===== config.mk =====
export PLATFORM = sky130hd
export DESIGN_NAME = fft_sample_loader
export DESIGN_NICKNAME = d
export VERILOG_FILES = /design/src/rtl/fft_sample_loader.sv
export SDC_FILE = /design/constraint.sdc
export NUM_CORES = 1
export LEC_CHECK = 0
export BUFFER_PORTS_ARGS = -buffer_cell sky130_fd_sc_hd__buf_2
export CAP_MARGIN = 10
export CORE_MARGIN = 2
export CORE_UTILIZATION = 56
export CTS_CLUSTER_DIAMETER = 120
export DETAILED_ROUTE_END_ITERATION = 8
export PLACE_DENSITY = 0.87
export RECOVER_POWER = 100
export SLEW_MARGIN = 20
export SYNTH_ARGS = -nofsm -noshare
export SYNTH_HDL_FRONTEND = slang
export SYNTH_SLANG_ARGS = --single-unit

===== constraint.sdc =====
create_clock -name clk_i -period 4.1 [get_ports clk_i]
set_clock_uncertainty 0.15 [all_clocks]
set_input_delay 0.205 -clock clk_i [delete_from_list [all_inputs] [get_ports clk_i]]
set_output_delay 0.205 -clock clk_i [all_outputs]
set_load 0.05 [all_outputs]

===== src/rtl/fft_sample_loader.sv =====
// Brings SPI bytes into the clk domain, pairs them into 16-bit samples and fills the FFT buffer.
// Optional `FFT_BITREV_ADDR_EN: write addresses are bit-reversed (decimation-in-time order).
module fft_sample_loader #(
  parameter int unsigned FFT_SIZE = 32,
  parameter int unsigned ADDR_W   = $clog2(FFT_SIZE)
) (
  input  logic              clk_i,
  input  logic              reset_i,
  input  logic              received_wd_i,
  input  logic [7:0]        sample_in_i,
  input  logic              cs_i,
  input  logic              frame_ack_i,
  output logic              wr_en_o,
  output logic [ADDR_W-1:0] wr_addr_o,
  output logic [15:0]       wr_data_o,
  output logic              frame_valid_o,
  output logic              overflow_o
);

  typedef enum logic [0:0] {StFill, StWaitAck} state_e;

  state_e            state_q, state_d;
  logic [2:0]        rwd_q;
  logic [1:0]        cs_q;
  logic              phase_q, phase_d;
  logic [7:0]        hi_q, hi_d;
  logic [ADDR_W-1:0] count_q, count_d;
  logic              wr_en_q, wr_en_d;
  logic [ADDR_W-1:0] wr_addr_q, wr_addr_d;
  logic [15:0]       wr_data_q, wr_data_d;
  logic              frame_valid_q, frame_valid_d;
  logic              overflow_q, overflow_d;
  logic              byte_stb;

  function automatic logic [ADDR_W-1:0] map_addr(input logic [ADDR_W-1:0] c);
    logic [ADDR_W-1:0] r;
`ifdef FFT_BITREV_ADDR_EN
    for (int i = 0; i < int'(ADDR_W); i++) r[i] = c[int'(ADDR_W)-1-i];
`else
    r = c;
`endif
    return r;
  endfunction

  // sample_in_i is used unsynchronized: it is stable long before byte_stb fires.
  assign byte_stb = rwd_q[1] & ~rwd_q[2];

  always_comb begin
    state_d       = state_q;
    phase_d       = phase_q;
    hi_d          = hi_q;
    count_d       = count_q;
    wr_en_d       = 1'b0;
    wr_addr_d     = wr_addr_q;
    wr_data_d     = wr_data_q;
    frame_valid_d = frame_valid_q;
    overflow_d    = overflow_q;

    unique case (state_q)
      StFill: begin
        if (byte_stb) begin
          if (!phase_q) begin
            hi_d    = sample_in_i;
            phase_d = 1'b1;
          end else begin
            wr_en_d   = 1'b1;
            wr_addr_d = map_addr(count_q);
            wr_data_d = {hi_q, sample_in_i};
            phase_d   = 1'b0;
            if (count_q == ADDR_W'(FFT_SIZE - 1)) begin
              count_d       = '0;
              state_d       = StWaitAck;
              frame_valid_d = 1'b1;
            end else begin
              count_d = count_q + ADDR_W'(1);
            end
          end
        end
      end
      StWaitAck: begin
        if (frame_ack_i) begin
          state_d       = StFill;
          frame_valid_d = 1'b0;
          phase_d       = 1'b0;
          // A byte arriving with the ack opens the next frame instead of being dropped.
          if (byte_stb) begin
            hi_d    = sample_in_i;
            phase_d = 1'b1;
          end
        end else if (byte_stb) begin
          overflow_d = 1'b1;
        end
      end
      default: state_d = StFill;
    endcase

    // Deselect realigns byte pairing; sample count is kept.
    if (cs_q[1]) phase_d = 1'b0;
  end

  always_ff @(posedge clk_i) begin
    if (reset_i) begin
      state_q       <= StFill;
      rwd_q         <= '0;
      cs_q          <= '0;
      phase_q       <= 1'b0;
      hi_q          <= '0;
      count_q       <= '0;
      wr_en_q       <= 1'b0;
      wr_addr_q     <= '0;
      wr_data_q     <= '0;
      frame_valid_q <= 1'b0;
      overflow_q    <= 1'b0;
    end else begin
      state_q       <= state_d;
      rwd_q         <= {rwd_q[1:0], received_wd_i};
      cs_q          <= {cs_q[0], cs_i};
      phase_q       <= phase_d;
      hi_q          <= hi_d;
      count_q       <= count_d;
      wr_en_q       <= wr_en_d;
      wr_addr_q     <= wr_addr_d;
      wr_data_q     <= wr_data_d;
      frame_valid_q <= frame_valid_d;
      overflow_q    <= overflow_d;
    end
  end

  assign wr_en_o       = wr_en_q;
  assign wr_addr_o     = wr_addr_q;
  assign wr_data_o     = wr_data_q;
  assign frame_valid_o = frame_valid_q;
  assign overflow_o    = overflow_q;

endmodule


# [Yosys cells after proc, flatten, opt, wreduce, memory -nomap -nowiden]
# Index checks and enable logic that the tools add are counted.
# Widths: inputs -> output; s select.
[op_classes] n_addsub=1 eq_ne=7 mux=22 n_bitwise=5 reduce_logical=7
[op_table] op="$mux 8" count=4
[op_table] op="$pmux 8 s2" count=1
[op_table] op="$mux 1" count=13
[op_table] op="$ne 2x2->1 const B" count=5
[op_table] op="$reduce_and 4->1" count=2
[op_table] op="$pmux 1 s2" count=3
[op_table] op="$reduce_and 3->1" count=2
[op_table] op="$add 5x1->5 const B" count=1
[op_table] op="$eq 5x5->1 const B" count=1
[op_table] op="$mux 5" count=1
[op_table] op="$not 1->1" count=4
[op_table] op="$reduce_or 3->1" count=1
[op_table] op="$ne 2x1->1 const B" count=1
[op_table] op="$reduce_and 2->1" count=1
[op_table] op="$reduce_or 2->1" count=1
[op_table] op="$and 1x1->1" count=1
[word_totals] regBits=44 wordCells=53

# [Logic depth before layout (Yosys ltp)]
[depth] ltp_word=5 depth_mapped=6 mapped_depth_nobuf=6

# [Worst setup path after synthesis]
# Ideal clock, no wire load.
[synth_path] path_kind="reg-to-reg" startpoint="reg count_q[0]" endpoint="reg count_q[2]" setup_time_ps=71 arrival_time_ps=1557 path_slack_ps=2322 path_stages_with_launch=6 period_less_slack_ps=1778 path_cell_list="dfxtp_1 -> ha_1 -> and3_1 -> ha_1 -> or4b_1 -> a21oi_1"
[synth_between] elab_chain_cells=2
[synth_rtl] item="from (decl)" line="27" text="logic [ADDR_W-1:0] count_q, count_d;"
[synth_rtl] item="from (signal assigned)" line="120" text="count_q <= count_d;"
[synth_rtl] item="$add 5x1->5 or $eq 5x5->1 (tied branches)" line="75, 70"
[synth_rtl] item="$mux 5 *" line="70" text="if (count_q == ADDR_W'(FFT_SIZE - 1)) begin"
# Every way passes the cells marked *; elsewhere a longest branch is shown, timed or not.
# A chain may end at the register's enable or synchronous reset.

# [Final worst setup path]
[layout_path] startpoint="reg phase_q" endpoint="reg wr_addr_q[4] (netlist: wr_addr_o[4])"
[layout_between] elab_chain_cells=1
[layout_rtl] item="from (decl)" line="25" text="logic phase_q, phase_d;"
[layout_rtl] item="from (signal assigned)" line="118" text="phase_q <= phase_d;"
[layout_rtl] item="$reduce_and 3->1 (no source line)"
[layout_rtl] item="to (signal assigned)" line="122" text="wr_addr_q <= wr_addr_d;"
[layout_rtl] item="to (decl)" line="29" text="logic [ADDR_W-1:0] wr_addr_q, wr_addr_d;"
# Every way passes these cells.

==> flow_summary.ini <==
[clock_network]
cts_sinks = 44
cts_setup_buffers = 0
cts_tree = built
clkTransAtPathRegs_ns = 0.12
cts_buffers = 5
clk_latency_ns = 0.35
h-tree-depth = 2
clockRootBuffer = clkbuf_4
clockBufferDepth = 2

[drt]
avgViaCountPerCell = 5.182
drt-wirelength-per-cell_um = 12.76
drt-total-wl_um = 3369
drc_errors = 0
drt-initial-drc-count = 56
dr.pass1.iters = 4
ant_nets = 0
vias = 1368

[cells_and_area]
drive_gt1_share_pct = 9.442
n_fill_cell = 224
stdcell_area_um2 = 2002
syn_to_final_growth_pct = 20.39
num_antenna_cells = 0
nets = 248

[sta]
rsz0062_at_grt = false
fmax_mhz = 353.3
worst_pin_slew_ns = 2.152
finalHoldViolCount = 0
period_minus_slack_ns = 2.831
period_share_pct = 69.04
totalNegativeSetupSlack_ns = 0
post-route-worst-setup-slack_ns = 1.269
finalSetupViolations = 0
drv_slew = 69
slew_headroom_pct = -45.44

[floorplan]
die_x_um = 58.49
core_um2 = 2781
initial_core_util_pct = 59.78
dieArea_um2 = 3421
num_rows = 19
die_h_um = 58.49
ios = 37

[global_route]
grt-ovfl-total = 0
grt.total_usage_pct = 21.51
grt_pass1_wl_um = 5616
grt_pass1_vias = 1270
grt_antenna_before_repair = 0
grt_max_degree = 53

[place]
dp_hpwl_um = 2059
dp_slack_ns = 1.917
placed_area_um2 = 1862
place_congestion = 0.7215
portBuffers = 36

[synth]
synthTopCellsByArea = dfxtp_1, nand2_1, a21oi_1
synth_warnings = 0
yosysUniqueCellTypes = 25
synth_top_flop_cell = dfxtp_1
ys_seq_area_share_pct = 52.97
synthArstFlopShare_pct = 0
syn_nets = 204
syn-mean-instance-area_um2 = 8.845
yosysTopAreaCellShare_pct = 52.97
synth_seq_cells = 44
synth_area_um2 = 1663
yosysTopAreaCell = dfxtp_1
synth_edf_count = 0
syn_inst = 188

[pwr]
p_per_area_nw_per_um2 = 378.9
p_leak_uw = 0.0007179
ir_drop_uv = 459.2

[setup_path]
ff2ff_path_depth = 4
r2r_start = phase_q
arrival_ns = 2.93
r2r_setup_slack_ns = 1.27
crit_end = wr_addr_o[4]
setup.worst_path.end_class = register
crit_type = register to register
worst-path-max-fanout = 15
rr_endpoint = wr_addr_o[4]
cp.required_ns = 4.20
start_kind = register
crit_start = phase_q

[status]
outcome = complete, but fails checks
violations = capacitance limit, slew limit

[run]
drv_cap = 2

[worst_hold_path]
min_path_type = input pin to register
## state kept, by name (all words and copies together) (netlist names)
register	flops
hi_q	8
rwd_q	3
frame_valid_o	1
overflow_o	1
count_q	5
wr_en_o	1
wr_data_o	16
wr_addr_o	5
state_q	1
cs_q	2
phase_q	1
## kinds of logic (layout without fill, tap and decap cells)
kind of cell,after synthesis,count (layout),synth area share [%]
compound gates,35,35,10.91
fa+ha+maj,3,3,2.258
simple gates,86,86,25.36
mux,8,8,4.816
buf+inv,12,57,3.687
flops,44,44,52.97
## per-layer routing
metal	GRT usage [%]	vias to the layer above	part of all wire (%)
li1	-	701	-
met1	26.01	628	45
met2	36.60	34	50
met3	6.374	5	4.6
met4	6.977	0	1.1
met5	0	-	0
## stage by stage
| step | power (uW) | hold WS (ns) | std cells | utilization [%] |
|---|---|---|---|---|
| finish | 758.4 | 0.07236 | 264 | 71.97 |
| CTS | 764.8 | 0.05233 | 264 | 73.77 |
| detailed placement | 479.1 | 0.2429 | 246 | 66.94 |
| global route | 783.9 | 0.07187 | 264 | 71.97 |
| floorplan | 467.1 | 0.1832 | 188 | - |
| global placement | 478.2 | 0.2267 | 245 | 66.53 |
## how the worst min path moves through the flow
stage | to | from | cells after the start
floorplan | cs_q[0] | cs_i | 1
global placement | phase_q | cs_q[1] | 1
detailed placement | phase_q | cs_q[1] | 1
CTS | state_q | frame_ack_i | 4
global route | overflow_o | frame_ack_i | 4
finish | state_q | frame_ack_i | 4
## worst max-delay path: stages (launching register included)
cell and delay (ns):
dfxtp_1 0.38, nor4bb_1 1.73, buf_6 0.29, nand2_1 0.07, a21oi_1 0.13
## repair_timing
item / in CTS / in global routing
resized for setup: 0 / 0
hold endpoints to repair: 18 / 0
hold buffers: 10 / 0
## placed cells by master, fill, tap and decap left out, drive strengths merged
cell / instances
nand2: 47
dfxtp: 44
clkbuf: 32
a21oi: 29
nand2b: 17
buf: 13
dlygate4sd3: 10
mux2i: 8
nor2b: 7
nor2: 5
o21ai: 3
ha: 3
and3: 1
or2: 1
a21boi: 1
nand4bb: 1
a31oi: 1
nand3: 1
or4: 1
or4b: 1
nor4bb: 1
nand3b: 1
or3: 1
a22oi: 1
nor4: 1
bufinv: 1
clkinv: 1
## Yosys cell counts, types with 3 or more instances
library cell / instances
nor2_1: 5
dfxtp_1: 44
ha_1: 3
nor2b_1: 7
buf_2: 4
o21ai_0: 3
nand2b_1: 17
mux2i_1: 8
nand2_1: 47
buf_4: 3
a21oi_1: 29
clkbuf_1: 5
## report_power, final
group / switching (uW) / internal (uW) / total (uW)
Sequential: 3.04 / 433 / 436
Clock: 136 / 146 / 282
Combinational: 20.0 / 20.1 / 40.1
Total: 159 / 600 / 758
## final cells by class
cell class / instances / area, um2 / share of cell area [%]
clock inverters: 2 / 38.79 / 1.938
multi-input cells: 132 / 720.7 / 36.00
clock buffers: 6 / 51.30 / 2.563
repair buffers: 49 / 271.5 / 13.56
well taps: 31 / 38.79 / 1.938
flip-flops and latches: 44 / 880.8 / 44.00
No activity file was read; power rests on OpenSTA's default activity.
